==> src/rtl/control_unit_pkg.sv <==
// control_unit_pkg: shared definitions for the control unit.
//   - opcode constants (HLT..POP)
//   - FSM state encodings (0-15)
//   - flag bit indices into flags = {O,C,N,Z}
//   - registered output bundle and its per-state (Moore) decode
// Configuration macro (used in cu_decoder): CU_ILLEGAL_HALT_EN
package control_unit_pkg;

    localparam logic [5:0] OP_HLT = 6'd0;
    localparam logic [5:0] OP_LDA = 6'd1;
    localparam logic [5:0] OP_STA = 6'd2;
    localparam logic [5:0] OP_BRZ = 6'd3;
    localparam logic [5:0] OP_BRN = 6'd4;
    localparam logic [5:0] OP_BRC = 6'd5;
    localparam logic [5:0] OP_BRO = 6'd6;
    localparam logic [5:0] OP_BRA = 6'd7;
    localparam logic [5:0] OP_JMP = 6'd8;
    localparam logic [5:0] OP_RET = 6'd9;
    localparam logic [5:0] OP_ADD = 6'd10;
    localparam logic [5:0] OP_SUB = 6'd11;
    localparam logic [5:0] OP_LSR = 6'd12;
    localparam logic [5:0] OP_LSL = 6'd13;
    localparam logic [5:0] OP_RSR = 6'd14;
    localparam logic [5:0] OP_RSL = 6'd15;
    localparam logic [5:0] OP_MOV = 6'd16;
    localparam logic [5:0] OP_MUL = 6'd17;
    localparam logic [5:0] OP_DIV = 6'd18;
    localparam logic [5:0] OP_MOD = 6'd19;
    localparam logic [5:0] OP_AND = 6'd20;
    localparam logic [5:0] OP_OR  = 6'd21;
    localparam logic [5:0] OP_XOR = 6'd22;
    localparam logic [5:0] OP_NOT = 6'd23;
    localparam logic [5:0] OP_CMP = 6'd24;
    localparam logic [5:0] OP_TST = 6'd25;
    localparam logic [5:0] OP_INC = 6'd26;
    localparam logic [5:0] OP_DEC = 6'd27;
    localparam logic [5:0] OP_PSH = 6'd28;
    localparam logic [5:0] OP_POP = 6'd29;

    localparam int unsigned FLAG_Z = 0;
    localparam int unsigned FLAG_N = 1;
    localparam int unsigned FLAG_C = 2;
    localparam int unsigned FLAG_O = 3;

    typedef enum logic [3:0] {
        StIdle  = 4'd0,
        StLdy   = 4'd1,
        StLdx   = 4'd2,
        StStr   = 4'd3,
        StBrnT  = 4'd4,
        StAlu   = 4'd5,
        StMoviy = 4'd6,
        StMovay = 4'd7,
        StMovix = 4'd8,
        StMovax = 4'd9,
        StPsh   = 4'd10,
        StPopy  = 4'd11,
        StPopx  = 4'd12,
        StHlt   = 4'd13,
        StNop   = 4'd14,
        StStall = 4'd15
    } state_e;

    typedef struct packed {
        logic move;
        logic store;
        logic branch;
        logic pop;
        logic push;
        logic stall;
        logic str_rez;
        logic load_y;
        logic load_x;
        logic acc_opx;
        logic acc_opy;
        logic done;
        logic reset_cu;
    } cu_out_t;

    function automatic cu_out_t state_outputs(input state_e s);
        cu_out_t o;
        o = '0;
        case (s)
            StIdle:  o.reset_cu = 1'b1;
            StLdy:   o.load_y   = 1'b1;
            StLdx:   o.load_x   = 1'b1;
            StStr:   o.store    = 1'b1;
            StBrnT:  o.branch   = 1'b1;
            StAlu:   o.str_rez  = 1'b1;
            StMoviy: begin o.acc_opy = 1'b1; o.move = 1'b1; o.str_rez = 1'b1; end
            StMovay: o.acc_opy  = 1'b1;
            StMovix: begin o.acc_opx = 1'b1; o.move = 1'b1; o.str_rez = 1'b1; end
            StMovax: o.acc_opx  = 1'b1;
            StPsh:   begin o.store = 1'b1; o.push = 1'b1; end
            StPopy:  begin o.load_y = 1'b1; o.pop = 1'b1; end
            StPopx:  begin o.load_x = 1'b1; o.pop = 1'b1; end
            StHlt:   o.done     = 1'b1;
            StNop:   o = '0;
            StStall: o.stall    = 1'b1;
            default: o = '0;
        endcase
        return o;
    endfunction

endpackage

==> src/rtl/cu_decoder.sv <==
// cu_decoder: combinational instruction decode to the target FSM state.
// Ports:
//   i_opcode  [5:0] instruction opcode
//   i_reg_s         register select (0=X, 1=Y)
//   i_acc_s         MOV source (0=immediate, 1=accumulator)
//   i_flags   [3:0] {O,C,N,Z}, sampled with the opcode (no storage)
//   o_state   [3:0] decoded target state
// Macro CU_ILLEGAL_HALT_EN: when defined, opcodes 30-63 halt instead of NOP.
module cu_decoder
    import control_unit_pkg::*;
(
    input  logic [5:0] i_opcode,
    input  logic       i_reg_s,
    input  logic       i_acc_s,
    input  logic [3:0] i_flags,
    output state_e     o_state
);

    always_comb begin
        o_state = StNop;
        case (i_opcode)
            OP_HLT: o_state = StHlt;
            OP_LDA: o_state = i_reg_s ? StLdy : StLdx;
            OP_STA: o_state = StStr;
            OP_BRZ: o_state = i_flags[FLAG_Z] ? StBrnT : StNop;
            OP_BRN: o_state = i_flags[FLAG_N] ? StBrnT : StNop;
            OP_BRC: o_state = i_flags[FLAG_C] ? StBrnT : StNop;
            OP_BRO: o_state = i_flags[FLAG_O] ? StBrnT : StNop;
            OP_BRA: o_state = StBrnT;
            OP_JMP, OP_RET: o_state = StNop;
            OP_ADD, OP_SUB, OP_LSR, OP_LSL, OP_RSR, OP_RSL,
            OP_AND, OP_OR, OP_XOR, OP_NOT, OP_INC, OP_DEC: o_state = StAlu;
            OP_MOV: begin
                case ({i_reg_s, i_acc_s})
                    2'b00:   o_state = StMovix;
                    2'b01:   o_state = StMovax;
                    2'b10:   o_state = StMoviy;
                    default: o_state = StMovay;
                endcase
            end
            OP_MUL, OP_DIV, OP_MOD: o_state = StStall;
            OP_CMP, OP_TST: o_state = StNop;
            OP_PSH: o_state = StPsh;
            OP_POP: o_state = i_reg_s ? StPopy : StPopx;
            default: begin
`ifdef CU_ILLEGAL_HALT_EN
                o_state = StHlt;
`else
                o_state = StNop;
`endif
            end
        endcase
    end

endmodule

==> src/rtl/control_unit.sv <==
// control_unit: Moore FSM sequencing one instruction per clock.
// Ports:
//   clk, reset (async, active-low)
//   opcode[5:0], reg_s, acc_s, flags[3:0]  instruction inputs, decoded by cu_decoder
//   start      leave IDLE;  ALU_ready  releases STALL
//   move, store, branch, pop, push, stall, str_rez, load_y, load_x,
//   acc_opx, acc_opy, done, reset_cu   registered per-state outputs
//   state[3:0] current FSM state
// Macro CU_ILLEGAL_HALT_EN (see cu_decoder) selects HLT vs NOP for opcodes 30-63.
module control_unit
    import control_unit_pkg::*;
(
    input  logic       clk,
    input  logic       reset,
    input  logic [5:0] opcode,
    input  logic       reg_s,
    input  logic       acc_s,
    input  logic       start,
    input  logic       ALU_ready,
    input  logic [3:0] flags,
    output logic       move,
    output logic       store,
    output logic       branch,
    output logic       pop,
    output logic       push,
    output logic       stall,
    output logic       str_rez,
    output logic       load_y,
    output logic       load_x,
    output logic       acc_opx,
    output logic       acc_opy,
    output logic       done,
    output logic       reset_cu,
    output logic [3:0] state
);

    state_e  w_decoded;
    state_e  w_next;
    state_e  r_state;
    cu_out_t r_out;

    cu_decoder u_decoder (
        .i_opcode (opcode),
        .i_reg_s  (reg_s),
        .i_acc_s  (acc_s),
        .i_flags  (flags),
        .o_state  (w_decoded)
    );

    always_comb begin
        w_next = w_decoded;
        case (r_state)
            StIdle:  w_next = start ? w_decoded : StIdle;
            StHlt:   w_next = StIdle;
            StStall: w_next = ALU_ready ? w_decoded : StStall;
            default: w_next = w_decoded;
        endcase
    end

    // Outputs are registered from the next state so they stay aligned with r_state.
    always_ff @(posedge clk or negedge reset) begin
        if (!reset) begin
            r_state <= StIdle;
            r_out   <= state_outputs(StIdle);
        end else begin
            r_state <= w_next;
            r_out   <= state_outputs(w_next);
        end
    end

    assign state    = r_state;
    assign move     = r_out.move;
    assign store    = r_out.store;
    assign branch   = r_out.branch;
    assign pop      = r_out.pop;
    assign push     = r_out.push;
    assign stall    = r_out.stall;
    assign str_rez  = r_out.str_rez;
    assign load_y   = r_out.load_y;
    assign load_x   = r_out.load_x;
    assign acc_opx  = r_out.acc_opx;
    assign acc_opy  = r_out.acc_opy;
    assign done     = r_out.done;
    assign reset_cu = r_out.reset_cu;

endmodule

==> config.mk <==
export PLATFORM = sky130hd
export DESIGN_NAME = control_unit
export DESIGN_NICKNAME = d
export VERILOG_FILES = /design/src/rtl/control_unit_pkg.sv /design/src/rtl/cu_decoder.sv /design/src/rtl/control_unit.sv
export SDC_FILE = /design/constraint.sdc
export NUM_CORES = 1
export LEC_CHECK = 0
export ABC_AREA = 1
export CAP_MARGIN = 30
export CORE_MARGIN = 2
export CORE_UTILIZATION = 50
export DETAILED_ROUTE_END_ITERATION = 16
export PLACE_DENSITY = 0.94
export SYNTH_ARGS = -nofsm -noshare
export SYNTH_HDL_FRONTEND = slang
export SYNTH_SLANG_ARGS = --single-unit
==> constraint.sdc <==
create_clock -name clk -period 2.4 [get_ports clk]
set_clock_uncertainty 0.15 [all_clocks]
set_input_delay 0.48 -clock clk [delete_from_list [all_inputs] [get_ports clk]]
set_output_delay 0.48 -clock clk [all_outputs]
set_load 0.005 [all_outputs]
==> summary.md, run 1 <==
| Metric | Value |
|---|---|
| Tcrit/Tclk final | 0.909 |
| Clk slew on worst S/H paths | 90 ps |
| Top-area cell type share of the netlist area | 0.364 |
| Top Ports | 33 |
| Vias in the first global route | 1075 |
| Tightest Pin Transition | 690 ps |
| Slew Viols, Final | 0 |
| Final GP Congestion | 0.931 |
| PortBufs | 32 |
| Critical-path top delay cell | clkdlybuf4s50_1 |
| Placed instance area | 0.00148 mm^2 |
| Starting DRC count in detailed routing | 22 |
| Fin crit period | 2180 ps |
| CP top delay family | simple AND/OR/NAND/NOR gates |
| Crit Path Class | input port to flop |
| Clock insertion delay at the later pin of the skew report | 280 ps |
| DIE AREA | 0.00259 mm^2 |
| Post-synth top flop | dfrtp_1 |
| Area Growth Syn to Fin | 37.4% |
| Count of nets after finishing | 216 |
| Max cap viols | 0 |
| DRC viols | 0 |
| Final setup vio count | 0 |
| Root Buffer | clkbuf_4 |
| Netlist cell types | 21 |
| Vias | 1115 |
| Syn nets | 175 |
| Yosys warns | 0 |
| Gates resized, CTS repair | 0 |
| Cell Area, Synth | 0.00110 mm^2 |
| Layout cells sized above 1 | 0.196 |
| Final Power | 856 uW |
| Worst path arrival time | 2260 ps |
| CP Buf/Inv Count | 2 |
| Worst path cell trace | clkdlybuf4s50_1, nor2_2, nand2_1, nor2_1, nor2_1, nand3b_1, nand2_1, nand2_2, nand2_1, inv_1, nand2_1, nand3_1 |
| RR Startpoint | state[3] |
| Mapped Cells | 159 |
| Clk sinks | 17 |
| Most numerous cell in the Yosys netlist | nand2_1 |
| Worst path max stage delay | 510 ps |
| Peak supply drop | 0.000308 V |
| Synthesized area per cell | 6.92 um^2 |
| Leading area contributor after synthesis | dfrtp_1 |
| PD cells | 566 mW/mm^2 |
| Slew Limit Headroom | 0.539 |
| CTS tree | done |
| Core area | 0.00202 mm^2 |
| Filler Cells Inserted | 155 |
| Ant diodes | 0 |
| RSZ-0062 raised after global routing | false |
| H-tree lvl count | 1 |
| Async set-or-reset flop fraction in the synthesized netlist | 1.00 |
| Worst min path class | flop to flop |
| Design area | 0.00151 mm^2 |
| Top post-synthesis cells by area | dfrtp_1 36%, nand2_1 14%, nor2_1 8.2%, nand3_1 7.3%, inv_1 4.8% |
| Initial antenna violation count | 0 |
| DRT Pass-1 Iters | 4 |
| Max Freq | 458 MHz |
| DRT antenna net count | 0 |
| Top cells by count, synth | 42 x nand2_1, 24 x nor2_1, 16 x dfrtp_1, 16 x nand3_1, 14 x inv_1 |
| Total Routing Usage GR | 0.225 |
| Vias per inst | 4.93 |
| Maximum number of pins on one net before global-route repair | 18 |
| Crit path top cell by count | nand2_1 |
| Hold Vio Cnt, Final | 0 |
| Initial core utilization | 0.544 |
| Endpoint class of the critical path | flop |
| Number of CTS-inserted buffers | 3 |
| CP startpoint | opcode[3] |
| Post-synthesis sequential area ratio | 0.388 |
| Die X | 50.9 um |
| DRT Wirelength | 2490 um |
| Status | complete, no violations |
| # rows | 16 |
| First-pass GRT wire length | 4350 um |
| Register bit total from synthesis | 17 |
| Avg WL per Cell | 11.0 um |
| CP startpoint kind | input port |
| Max clock buf depth | 2 |
| Number of flops mapped to enable cells by yosys | 0 |
| CP Data Required Time | 2480 ps |
| CTS Hold Bufs | 0 |
| Congestion Overflow GR | 0 |
| Die height | 50.9 um |
| Leakage | 0.790 nW |
| DPL Wire Length | 2160 um |
| Critical Path Fanout Max | 7 |
| # Post-CTS Setup Buffers | 0 |
| Hold Startpoint | state[1] |
-- final timing paths --
check,endpoint,depth (start not counted),slack [ps]
max,str_rez,12,220
min,reset_cu,1,410
max reg2reg,load_x,9,690
min reg2reg,reset_cu,1,410
max in group asynchronous,state[0],1,1200
min in group asynchronous,acc_opy,1,450
-- where the power goes --
part           switching, mW  internal [mW]  leakage [nW]  total, mW
registers             0.0225          0.337         0.217      0.360
logic                  0.183          0.171         0.556      0.353
clock network         0.0808         0.0619        0.0177      0.143
total                  0.286          0.570         0.790      0.856
-- sequential cells by signal, indices dropped and copies added (netlist names) --
register,count
reset_cu,1
branch,1
acc_opx,1
load_y,1
stall,1
pop,1
store,1
acc_opy,1
load_x,1
state,4
push,1
done,1
str_rez,1
move,1
-- per-stage QoR --
step	hold slack (ps)	setup TNS (ps)	instances	utilization	worst slack (ps)
finish	407	0	226	0.748	219
global route	460	0	226	0.748	82.6
CTS	407	0	226	0.748	234
detailed placement	389	-353	222	0.734	-82.1
global placement	391	-298	222	0.734	-74.0
floorplan	34.4	0	159	-	698
-- worst reg2reg max path: stages, from the launching register on --
cell and delay, ps:
dfrtp_1 410, nor3_1 190, nand2_1 60, o21ai_0 120
inv_2 150, nand2_1 110, nand2_2 110, a21oi_2 160
nand3_1 120, nand2_1 90
-- cell usage in the layout, fill, tap and decap left out, types with 3 or more instances in the layout --
cell / n
nand2_1: 42
clkdlybuf4s50_1: 32
nor2_1: 24
nand3_1: 16
dfrtp_1: 16
inv_1: 14
inv_2: 9
nand2_2: 8
nor2_2: 4
buf_4: 4
nor2_4: 3
nor3_1: 3
o21ai_0: 3
o21ai_1: 3
clkbuf_4: 3
-- routing by layer --
metal | vias to the layer above | share of wire | GRT usage
met4 | 0 | 0.014 | 0.140
met5 | - | 0 | 0
met2 | 39 | 0.55 | 0.409
li1 | 584 | - | -
met3 | 4 | 0.042 | 0.0263
met1 | 488 | 0.40 | 0.245
-- kinds of logic after synthesis --
kind of cell    share of synthesized area
buf+inv                            0.0785
compound gates                     0.0501
simple gates                        0.483
flops                               0.388
-- cell type report --
cell class | instances | area, um^2 | share of cell area
Clock buffer | 3 | 22.5 | 0.0149
Inverter | 23 | 86.3 | 0.0571
Multi-Input combinational cell | 119 | 587 | 0.388
Clock inverter | 1 | 5.00 | 0.00331
Tap cell | 27 | 33.8 | 0.0224
Timing Repair Buffer | 36 | 350 | 0.232
Sequential cell | 17 | 427 | 0.282
No activity file was read; power rests on OpenSTA's default activity.
==> run 2, diff against run 1 <==
Settings changed: PLACE_DENSITY 0.94 to 0.84.
==> run 2 against run 1 <==
Against the previous run: combinational power barely moved; maximum frequency fell by 1.6%; sequential cell count did not move; critical path depth did not move; cell count fell by 0.88%; largest cell class unchanged.
==> summary.md, run 2 (synthesized netlist as in run 1, its figures left out) <==
| Metric | Value |
|---|---|
| Avg WL per Cell | 11.1 um |
| CTS Hold Bufs | 0 |
| Worst path cell trace | clkdlybuf4s50_1, nor2_2, nand2_1, nor2_1, nor2_1, nand3b_1, nand2_1, nand2_2, nand2_1, inv_1, nand2_1, nand3_1 |
| Max cap viols | 0 |
| PD cells | 572 mW/mm^2 |
| Top Ports | 33 |
| CP Data Required Time | 2480 ps |
| Critical Path Fanout Max | 7 |
| Tightest Pin Transition | 703 ps |
| DRT Wirelength | 2480 um |
| Initial antenna violation count | 0 |
| Number of CTS-inserted buffers | 3 |
| First-pass GRT wire length | 4330 um |
| Status | complete, no violations |
| Slew Limit Headroom | 0.530 |
| Clock insertion delay at the later pin of the skew report | 270 ps |
| M1 WL | 994 um |
| Die height | 50.9 um |
| Max Freq | 451 MHz |
| Slew Viols, Final | 0 |
| Commonest non-fill, non-tap cell in the layout | nand2_1 |
| Initial core utilization | 0.544 |
| Final setup vio count | 0 |
| Placed cells | 220 |
| Final std cells w/o fill | 224 |
| Starting DRC count in detailed routing | 32 |
| Max clock buf depth | 2 |
| Worst path max stage delay | 510 ps |
| RSZ-0062 raised after global routing | false |
| Met3 wire length | 105 um |
| CP startpoint kind | input port |
| Clk sinks | 17 |
| Core area | 0.00202 mm^2 |
| Vias in the first global route | 1025 |
| Count of nets after finishing | 214 |
| CP Buf/Inv Count | 2 |
| Congestion Overflow GR | 0 |
| Ant diodes | 0 |
| # rows | 16 |
| Crit Path Class | input port to flop |
| Total Routing Usage GR | 0.219 |
| Layout cells sized above 1 | 0.188 |
| Max reg flops | 4 |
| Die X | 50.9 um |
| Root Buffer | clkbuf_4 |
| Hold Startpoint | state[1] |
| Top layer in use | met4 |
| Routed wl met2 | 1360 um |
| CP startpoint | opcode[3] |
| Peak supply drop | 0.000321 V |
| RR Startpoint | state[3] |
| CP top delay family | simple AND/OR/NAND/NOR gates |
| Worst min path class | flop to flop |
| Leakage | 0.780 nW |
| Final GP Congestion | 0.932 |
| Commonest non-fill, non-tap cells in the layout | 42 x nand2_1, 32 x clkdlybuf4s50_1, 24 x nor2_1 |
| DPL Wire Length | 2060 um |
| Hold Vio Cnt, Final | 0 |
| DIE AREA | 0.00259 mm^2 |
| DRT Pass-1 Iters | 4 |
| Clk slew on worst S/H paths | 100 ps |
| Area Growth Syn to Fin | 36.1% |
| DRT antenna net count | 0 |
| Final Power | 856 uW |
| PortBufs | 32 |
| Worst path arrival time | 2290 ps |
| Endpoint class of the critical path | flop |
| CTS tree | done |
| DRC viols | 0 |
| Maximum number of pins on one net before global-route repair | 18 |
| Vias | 1130 |
| Fin crit period | 2220 ps |
| Gates resized, CTS repair | 0 |
| H-tree lvl count | 1 |
| # Post-CTS Setup Buffers | 0 |
| Crit path top cell by count | nand2_1 |
| Vias per inst | 5.04 |
| Critical-path top delay cell | clkdlybuf4s50_1 |
| Tcrit/Tclk final | 0.923 |
[run 2: worst paths after layout]
check	endpoint	slack, ps	cells past startpoint
min reg2reg	reset_cu	410	1
min	reset_cu	410	1
max reg2reg	load_x	670	9
max	str_rez	180	12
min in group asynchronous	str_rez	460	1
max in group asynchronous	acc_opx	1190	1
[run 2: layout make-up]
type | count | area [um^2]
multi-input cells | 119 | 587
repair buffers | 34 | 335
clock buffers | 3 | 22.5
well taps | 27 | 33.8
inverters | 23 | 86.3
flip-flops and latches | 17 | 427
clock inverters | 1 | 5.00
fillers | 170 | 526
[run 2: power by group]
group	switching, mW	internal, mW	total, mW	leakage (nW)
combinational	0.183	0.169	0.352	0.545
sequential	0.0238	0.338	0.361	0.217
clock	0.0810	0.0618	0.143	0.0177
total	0.288	0.568	0.856	0.780
[run 2: through the flow]
stage / utilization / setup TNS [ps] / hold WS (ps) / setup slack (ps) / area [um^2]
global route: 0.740 / 0 / 462 / 19.5 / 1500
CTS: 0.740 / 0 / 411 / 183 / 1500
finish: 0.740 / 0 / 405 / 184 / 1500
floorplan: - / 0 / 34.4 / 698 / 1100
detailed placement: 0.726 / -714 / 397 / -117 / 1470
global placement: 0.726 / -427 / 396 / -70.0 / 1470
[run 2: per-layer routing]
layer	GRT usage	up-vias
met1	0.251	507
li1	-	580
met2	0.422	41
met5	0	-
met3	0.0175	2
met4	0.0721	0
==> run 3, diff against run 2 <==
Settings changed: GPL_ROUTABILITY_DRIVEN set to 0, SLEW_MARGIN set to 40.
==> run 3 against run 2 <==
Against the previous run: power fell by 0.45%; count of clock-buffer cells in the layout did not move; setup slack better by 76 ps; register-to-register slack lost 20 ps; largest cell class unchanged.
==> summary.md, run 3 (synthesized netlist as in run 1, its figures left out) <==
| Metric | Value |
|---|---|
| DRT Pass-1 Iters | 4 |
| Psw | 284 uW |
| Met2 Usage GRT | 0.383 |
| Sw frac | 0.333 |
| Tcrit/Tclk final | 0.892 |
| CP startpoint kind | input port |
| Sequential power share | 0.421 |
| RR Endpoint | load_x |
| Max clock buf depth | 2 |
| Vias | 1111 |
| Peak supply drop | 0.000290 V |
| RSZ-0062 raised after global routing | false |
| Worst R2R Setup Slack | 650 ps |
| # Post-CTS Setup Buffers | 0 |
| Total Routing Usage GR | 0.200 |
| Maximum number of pins on one net before global-route repair | 18 |
| Met3 Use GR | 0.00877 |
| Tightest Pin Transition | 683 ps |
| Layout cells sized above 1 | 0.188 |
| Slew Limit Headroom | 0.543 |
| Worst min path class | flop to flop |
| Final std cells w/o fill | 224 |
| Commonest non-fill, non-tap cells in the layout | 42 x nand2_1, 32 x clkdlybuf4s50_1, 24 x nor2_1 |
| Hold Startpoint | state[1] |
| P_int | 568 uW |
| DIE AREA | 0.00259 mm^2 |
| CP Data Required Time | 2430 ps |
| PortBufs | 32 |
| Final setup vio count | 0 |
| Worst path cell trace | clkdlybuf4s50_1, nor2_2, nand2_1, nor2_1, nor2_1, nand3b_1, nand2_1, nand2_2, a21oi_2, nand3_1, nand2_1 |
| CTS Hold Bufs | 0 |
| First-pass GRT wire length | 3970 um |
| Ant diodes | 0 |
| GR peak layer | met2 |
| WHS Endpoint | reset_cu |
| Placed cells | 220 |
| Critical Path Fanout Max | 7 |
| Max reg flops | 4 |
| Gate power share | 0.409 |
| Worst hold margin | 413 ps |
| Max Freq | 467 MHz |
| Worst r2r path cells | 9 |
| M1 GR Usage | 0.220 |
| CTS tree | done |
| Top Ports | 33 |
| Crit Path Class | input port to flop |
| Hold path cells | 1 |
| Vias per inst | 4.96 |
| CP top delay family | simple AND/OR/NAND/NOR gates |
| Count of nets after finishing | 214 |
| Clk sinks | 17 |
| Worst path max stage delay | 490 ps |
| H-tree lvl count | 1 |
| Clock network power share | 0.170 |
| DRT Wirelength | 2240 um |
| Endpoint class of the critical path | flop |
| Clk slew on worst S/H paths | 90 ps |
| Die height | 50.9 um |
| Number of CTS-inserted buffers | 3 |
| RR Startpoint | state[3] |
| DRC viols | 0 |
| Slew Viols, Final | 0 |
| CP Buf/Inv Count | 1 |
| Hold Vio Cnt, Final | 0 |
| Worst path arrival time | 2170 ps |
| Area Growth Syn to Fin | 36.1% |
| Crit path top cell by count | nand2_1 |
| Gates resized, CTS repair | 0 |
| # rows | 16 |
| Status | complete, no violations |
| Critical-path top delay cell | clkdlybuf4s50_1 |
| Core area | 0.00202 mm^2 |
| Commonest non-fill, non-tap cell in the layout | nand2_1 |
| Die X | 50.9 um |
| Fin crit period | 2140 ps |
| Starting DRC count in detailed routing | 40 |
| Congestion Overflow GR | 0 |
| DPL Wire Length | 1830 um |
| PD cells | 569 mW/mm^2 |
| Initial antenna violation count | 0 |
| Clock insertion delay at the later pin of the skew report | 280 ps |
| Leakage | 0.780 nW |
| Initial core utilization | 0.544 |
| Vias in the first global route | 1013 |
| Avg WL per Cell | 9.99 um |
| Max cap viols | 0 |
| Root Buffer | clkbuf_4 |
| DRT antenna net count | 0 |
run 3: how the worst max path moves through the flow:
| stage | start | to | slack [ps] | cells after the start |
|---|---|---|---|---|
| floorplan | opcode[3] | str_rez | 700 | 12 |
| CTS | opcode[3] | str_rez | 280 | 13 |
| finish | opcode[3] | load_x | 260 | 11 |
| global route | opcode[3] | str_rez | 70 | 12 |
| detailed placement | opcode[3] | str_rez | -20 | 13 |
| global placement | opcode[3] | load_y | -10 | 10 |
run 3: area by class of cell:
| type | count | area, um^2 |
|---|---|---|
| Clock buffer | 3 | 22.5 |
| Clock inverter | 1 | 5.00 |
| Fill cell | 165 | 526 |
| Inverter | 23 | 86.3 |
| Multi-Input combinational cell | 119 | 587 |
| Sequential cell | 17 | 427 |
| Tap cell | 27 | 33.8 |
| Timing Repair Buffer | 34 | 335 |
run 3: stage by stage:
step           instance area [um^2]  power [mW]  setup TNS (ps)   util  setup slack [ps]
2_1_floorplan                  1100       0.543               0      -               698
3_3_place_gp                   1470       0.707           -30.7  0.726             -13.6
3_5_place_dp                   1470       0.710           -34.9  0.726             -24.0
4_1_cts                        1500       0.855               0  0.740               282
5_1_grt                        1500       0.914               0  0.740              69.2
6_report                       1500       0.852               0  0.740               260
run 3: routing by layer:
metal	up-vias	routed length [um]	part of all wire
li1	578	-	-
met3	7	123	0.055
met1	474	910	0.41
met4	0	65	0.029
met2	52	1140	0.51
met5	-	0	0
run 3: power by group through the flow:
stage	Sequential, mW	Clock [mW]	Combinational [mW]
final	0.358	0.145	0.349
after global routing	0.365	0.165	0.384
after CTS	0.359	0.147	0.349
after detailed placement	0.365	0	0.346
after global placement	0.364	0	0.343
after floorplan	0.372	0	0.171
==> patch 1 (config.mk and constraints of run 2) <==
Build with the macro `CU_ILLEGAL_HALT_EN` defined.
--- a/src/rtl/cu_decoder.sv
+++ b/src/rtl/cu_decoder.sv
@@ -8,2 +8,4 @@
 // Macro CU_ILLEGAL_HALT_EN: when defined, opcodes 30-63 halt instead of NOP.
+`define CU_ILLEGAL_HALT_EN
+
 module cu_decoder
Function: changed (Yosys sat finds a counterexample within 4 cycles, from zero or initial values and one cycle with reset low).
==> patch 1 against run 2 <==
  * Combinational power grew 97%
  * Cell count decreased by 2.2%
  * Synthesized cell count fell by 5.0%
  * Critical path depth did not move
  * Area after synthesis up 2.4%
  * Sequential cell count unchanged
  * Final area rose by 3.2%
  * First-iteration DRC count down 13%
  * Maximum frequency decreased by 2.9%
  * Power grew 47%
  * Wire length is 1.9% higher
  * Worst setup slack got worse by 65 ps
==> patch 1: results (changes against run 2) <==
- Status: completed
- Pre-antenna DRT Iters: 5 (+1)
- Relative slew slack: 0.545 (+0.0149)
- R2R Setup Slk: 640 ps (-30 ps)
- Hold Path Class: in2async
- Routability cong.: 0.881 (-5.5%)
- Internal: 772 uW (+36%)
- Critical Path Fanout Max: 8 (+1)
- Routed length on met3: 136 um (+30%)
- VDD IR max: 442 uV (+38%)
- Synth cell count leaders: nand2_1 (34), nand3_1 (20), nor2_1 (20), dfrtp_1 (16), inv_1 (9)
- Placed Area: 1510 um2 (+2.9%)
- Nets: 208 (-2.8%)
- WL met1: 880 um (-11%)
- Total GRT Usage: 0.216 (-0.00346)
- DR WL/cell: 11.6 um (+4.2%)
- Mapped Cells: 151 (-5.0%)
- Arrival @ worst endpoint: 2350 ps (+60 ps)
- Final ANT Viol Nets: 0 (unchanged)
- Synth top area cells: dfrtp_1 (36%), nand2_1 (11%), nand3_1 (8.9%), nor2_1 (6.7%), nor2_4 (6.0%)
- Met2 wire length: 1390 um (+2.5%)
- Sequential share of the synthesized area: 0.379 (-0.00905)
- Root buffer cell: clkbuf_4
- Lkg Pwr: 0.000765 uW (-1.9%)
- First-pass GRT wire length: 4220 um (-2.4%)
- Yosys cell types: 23 (+9.5%)
- Via count: 1146 (+1.4%)
- Post-Route WL: 2530 um (+1.9%)
- # port buffers: 32 (unchanged)
- Inst Count DP: 215 (-2.3%)
- Layout cells sized above 1: 0.230 (+0.0425)
- Slowest cell delay on critical path: 530 ps (+20 ps)
- Hold Slack: 451 ps (+45.3 ps)
- DRT iter0 DRCs: 28 (-13%)
- FILL cells: 187 (+10%)
## patch 1: logic make-up after synthesis
logic type / share of synthesized area
DFF: 0.379
AOI/OAI and AO/OA: 0.0567
and+or+nand+nor: 0.502
buffers and inverters: 0.0622
## patch 1: path summary, 6_finish.rpt
| path | end | start | cells past startpoint |
|---|---|---|---|
| min reg2reg | reset_cu | state[1] | 2 |
| min in group clk | reset_cu | state[1] | 2 |
| max in group asynchronous | acc_opx | reset | 1 |
| max reg2reg | load_y | state[2] | 10 |
| min | done | reset | 1 |
| max | load_x | opcode[3] | 12 |
## patch 1: per-layer routing
layer,global-route usage,up-vias
met4,0.145,0
met2,0.421,53
met1,0.200,511
li1,-,568
met5,0,-
met3,0.0322,14
## patch 1: per-stage QoR
stage	setup TNS (ps)	setup WS (ps)	power [uW]	util
3_5_place_dp	-878	-154	1120	0.697
4_1_cts	0	136	1260	0.709
5_1_grt	-4.78	-4.78	1350	0.712
3_3_place_gp	-474	-92.2	1100	0.697
6_report	0	119	1250	0.712
2_1_floorplan	0	664	795	-
## patch 1: layout make-up
class                   instances  share of cell area
repair buffers                 36               0.227
well taps                      28              0.0227
clock inverters                 1             0.00324
flip-flops and latches         17               0.276
multi-input cells             116               0.411
clock buffers                   3              0.0146
inverters                      18              0.0454
## patch 1: power groups by stage
stage	Combinational [uW]	Sequential, uW	Clock, uW
2_1_floorplan	357	438	0
3_3_place_gp	672	424	0
3_5_place_dp	692	428	0
4_1_cts	696	422	144
5_1_grt	760	431	162
6_report	692	420	142
==> patch 2 (settings of run 2) <==
Without the edit above. Make the reset (`reset`) synchronous in one clocked block. Comments in the files are not updated.
--- a/src/rtl/control_unit.sv
+++ b/src/rtl/control_unit.sv
@@ -60,3 +60,3 @@
     // Outputs are registered from the next state so they stay aligned with r_state.
-    always_ff @(posedge clk or negedge reset) begin
+    always_ff @(posedge clk) begin
         if (!reset) begin
Function: differs if reset is asserted again (counterexample within 4 cycles, from zero or initial values and one cycle with reset low); with reset held inactive, the same outputs for 10 cycles.
==> patch 2 against run 2 <==
  * Sequential share of layout area is 3.7 points lower
  * Via count is essentially flat
  * Register-to-register slack lost 120 ps
  * Worst setup slack got worse by 16 ps
  * Synthesized cell count increased by 3.1%
  * Critical path type unchanged
  * Wire length decreased by 3.8%
  * Final area decreased by 8.2%
  * Area after synthesis is 11% lower
  * Critical path depth decreased by 2
  * Highest routed layer unchanged
  * Sequential cell count is the same
  * Power fell by 23%
==> patch 2: results (changes against run 2) <==
- Hold Slack: 606 ps (+201 ps)
- TritonCTS Buffers: 3 (unchanged)
- Synth cell count leaders: nand2_1 (52), nor2_1 (28), inv_1 (25), nand3_1 (18), dfxtp_1 (17)
- H-tree depth: 1 (unchanged)
- Via count: 1131 (+0.088%)
- Syn_nets: 180 (+2.9%)
- R2R Path Start: state[2]
- Root buffer cell: clkbuf_4
- Initial antenna violation count: 0 (unchanged)
- ANT cells: 0 (unchanged)
- Worst setup startpoint: opcode[4]
- Worst-Margin Slew: 305 ps (-398 ps)
- FILL cells: 145 (-15%)
- Worst hold stages: 2 (+1)
- Layout cells sized above 1: 0.0792 (-0.109)
- Met2 wire length: 1170 um (-14%)
- Hold Path Class: in2reg
- Routed length on met3: 205 um (+95%)
- WL met1: 1010 um (+1.1%)
- DR WL/cell: 10.5 um (-5.1%)
- Primary FF master, synth: dfxtp_1
- Synth async-reset ratio: 0 (-1.00)
- Sequential share of the synthesized area: 0.350 (-0.0383)
- Top Metal Used: met4
- Post-synth EDFFs: 0 (unchanged)
- Routability cong.: 0.897 (-3.8%)
- Largest net degree at the start of global routing: 10 (-8)
- Clk_lat worst skew: 280 ps
- DRC: 0 (unchanged)
- Worst R2R End: done
- Lkg Pwr: 0.000738 uW (-5.4%)
- First-pass GRT wire length: 3670 um (-15%)
- Worst-path clk slew: 80 ps (-20 ps)
- VDD IR max: 385 uV (+20%)
- # port buffers: 32 (unchanged)
- Yosys cell types: 20 (-4.8%)
- R2R Setup Slk: 550 ps (-120 ps)
- Max Root-Sink Buffers: 2 (unchanged)
- Status: completed
- Critical Path Fanout Max: 6 (-1)
- Max FFs per register: 4 (unchanged)
- Syn. warnings: 0 (unchanged)
- Nets: 219 (+2.3%)
- Synth top area cells: dfxtp_1 (35%), nand2_1 (20%), nor2_1 (11%), inv_1 (9.6%), nand3_1 (9.3%)
- Worst Reg-to-Reg Cells: 10 (+1)
- Hold_sp: reset
- Worst hold path endpoint: reset_cu
- Pre-antenna DRT Iters: 4 (unchanged)
- DRT iter0 DRCs: 37 (+16%)
- Post-CTS Repair Setup Buffers: 0 (unchanged)
- Total GRT Usage: 0.229 (+0.0102)
- Vias in the first global route: 932 (-9.1%)
- Detailed placement HPWL: 1970 um (-4.5%)
==> patch 2: critical path, stage by stage <==
cell             delay (ps)
clkdlybuf4s50_1         450
inv_1                   130
nand2_1                  60
nor2_1                  230
a31oi_1                 140
nand2_1                 140
nand3_1                 150
nand2_1                 120
nand2_2                 100
nor3_1                  270
==> patch 2: cell type report <==
type | instances | area share
clock buffer | 4 | 0.0191
inverter | 28 | 0.0765
multi-input combinational | 119 | 0.390
sequential | 17 | 0.248
tap | 25 | 0.0228
timing repair buffer | 34 | 0.244
==> patch 2: where the power goes <==
group	internal [uW]	total, uW	switching, uW
logic	94.7	200	106
registers	304	314	10.4
clock network	64.7	146	81.2
total	463	660	197
==> patch 2: worst max-delay path by stage <==
stage              end  slack, ps  cells past startpoint
4_1_cts         load_y        220                     11
6_report          done        170                     10
3_3_place_gp      done        -40                     11
5_1_grt           done         30                     10
2_1_floorplan  str_rez        680                     12
3_5_place_dp       pop        -90                     11
==> patch 2: timing repair <==
item,4_1_cts,5_1_grt
resized for setup,0,1
hold endpoints to repair,0,0
endpoints found under the setup margin,0,1
==> patch 2: cell families (layout without fill, tap and decap cells) <==
kind of cell | Yosys count | in the layout | share of synthesized area
AND/OR/NAND/NOR | 112 | 112 | 0.496
flip-flops | 17 | 17 | 0.350
AO/OA/AOI/OAI | 7 | 7 | 0.0463
buffers and inverters | 28 | 66 | 0.108
==> patch 2: per-layer routing <==
metal  track usage  vias up
met5             0        -
met4        0.0486        0
met1         0.280      494
met3        0.0593        3
li1              -      581
met2         0.405       53
==> patch 2: per-stage QoR <==
stage                util  power [uW]  cells  area, um2  worst slack, ps
finish              0.771         660    227       1370              168
global route        0.771         694    227       1370             27.8
CTS                 0.766         659    227       1370              218
detailed placement  0.752         516    223       1340            -89.2
global placement    0.752         508    223       1340            -38.4
floorplan               -         419    164        973              680
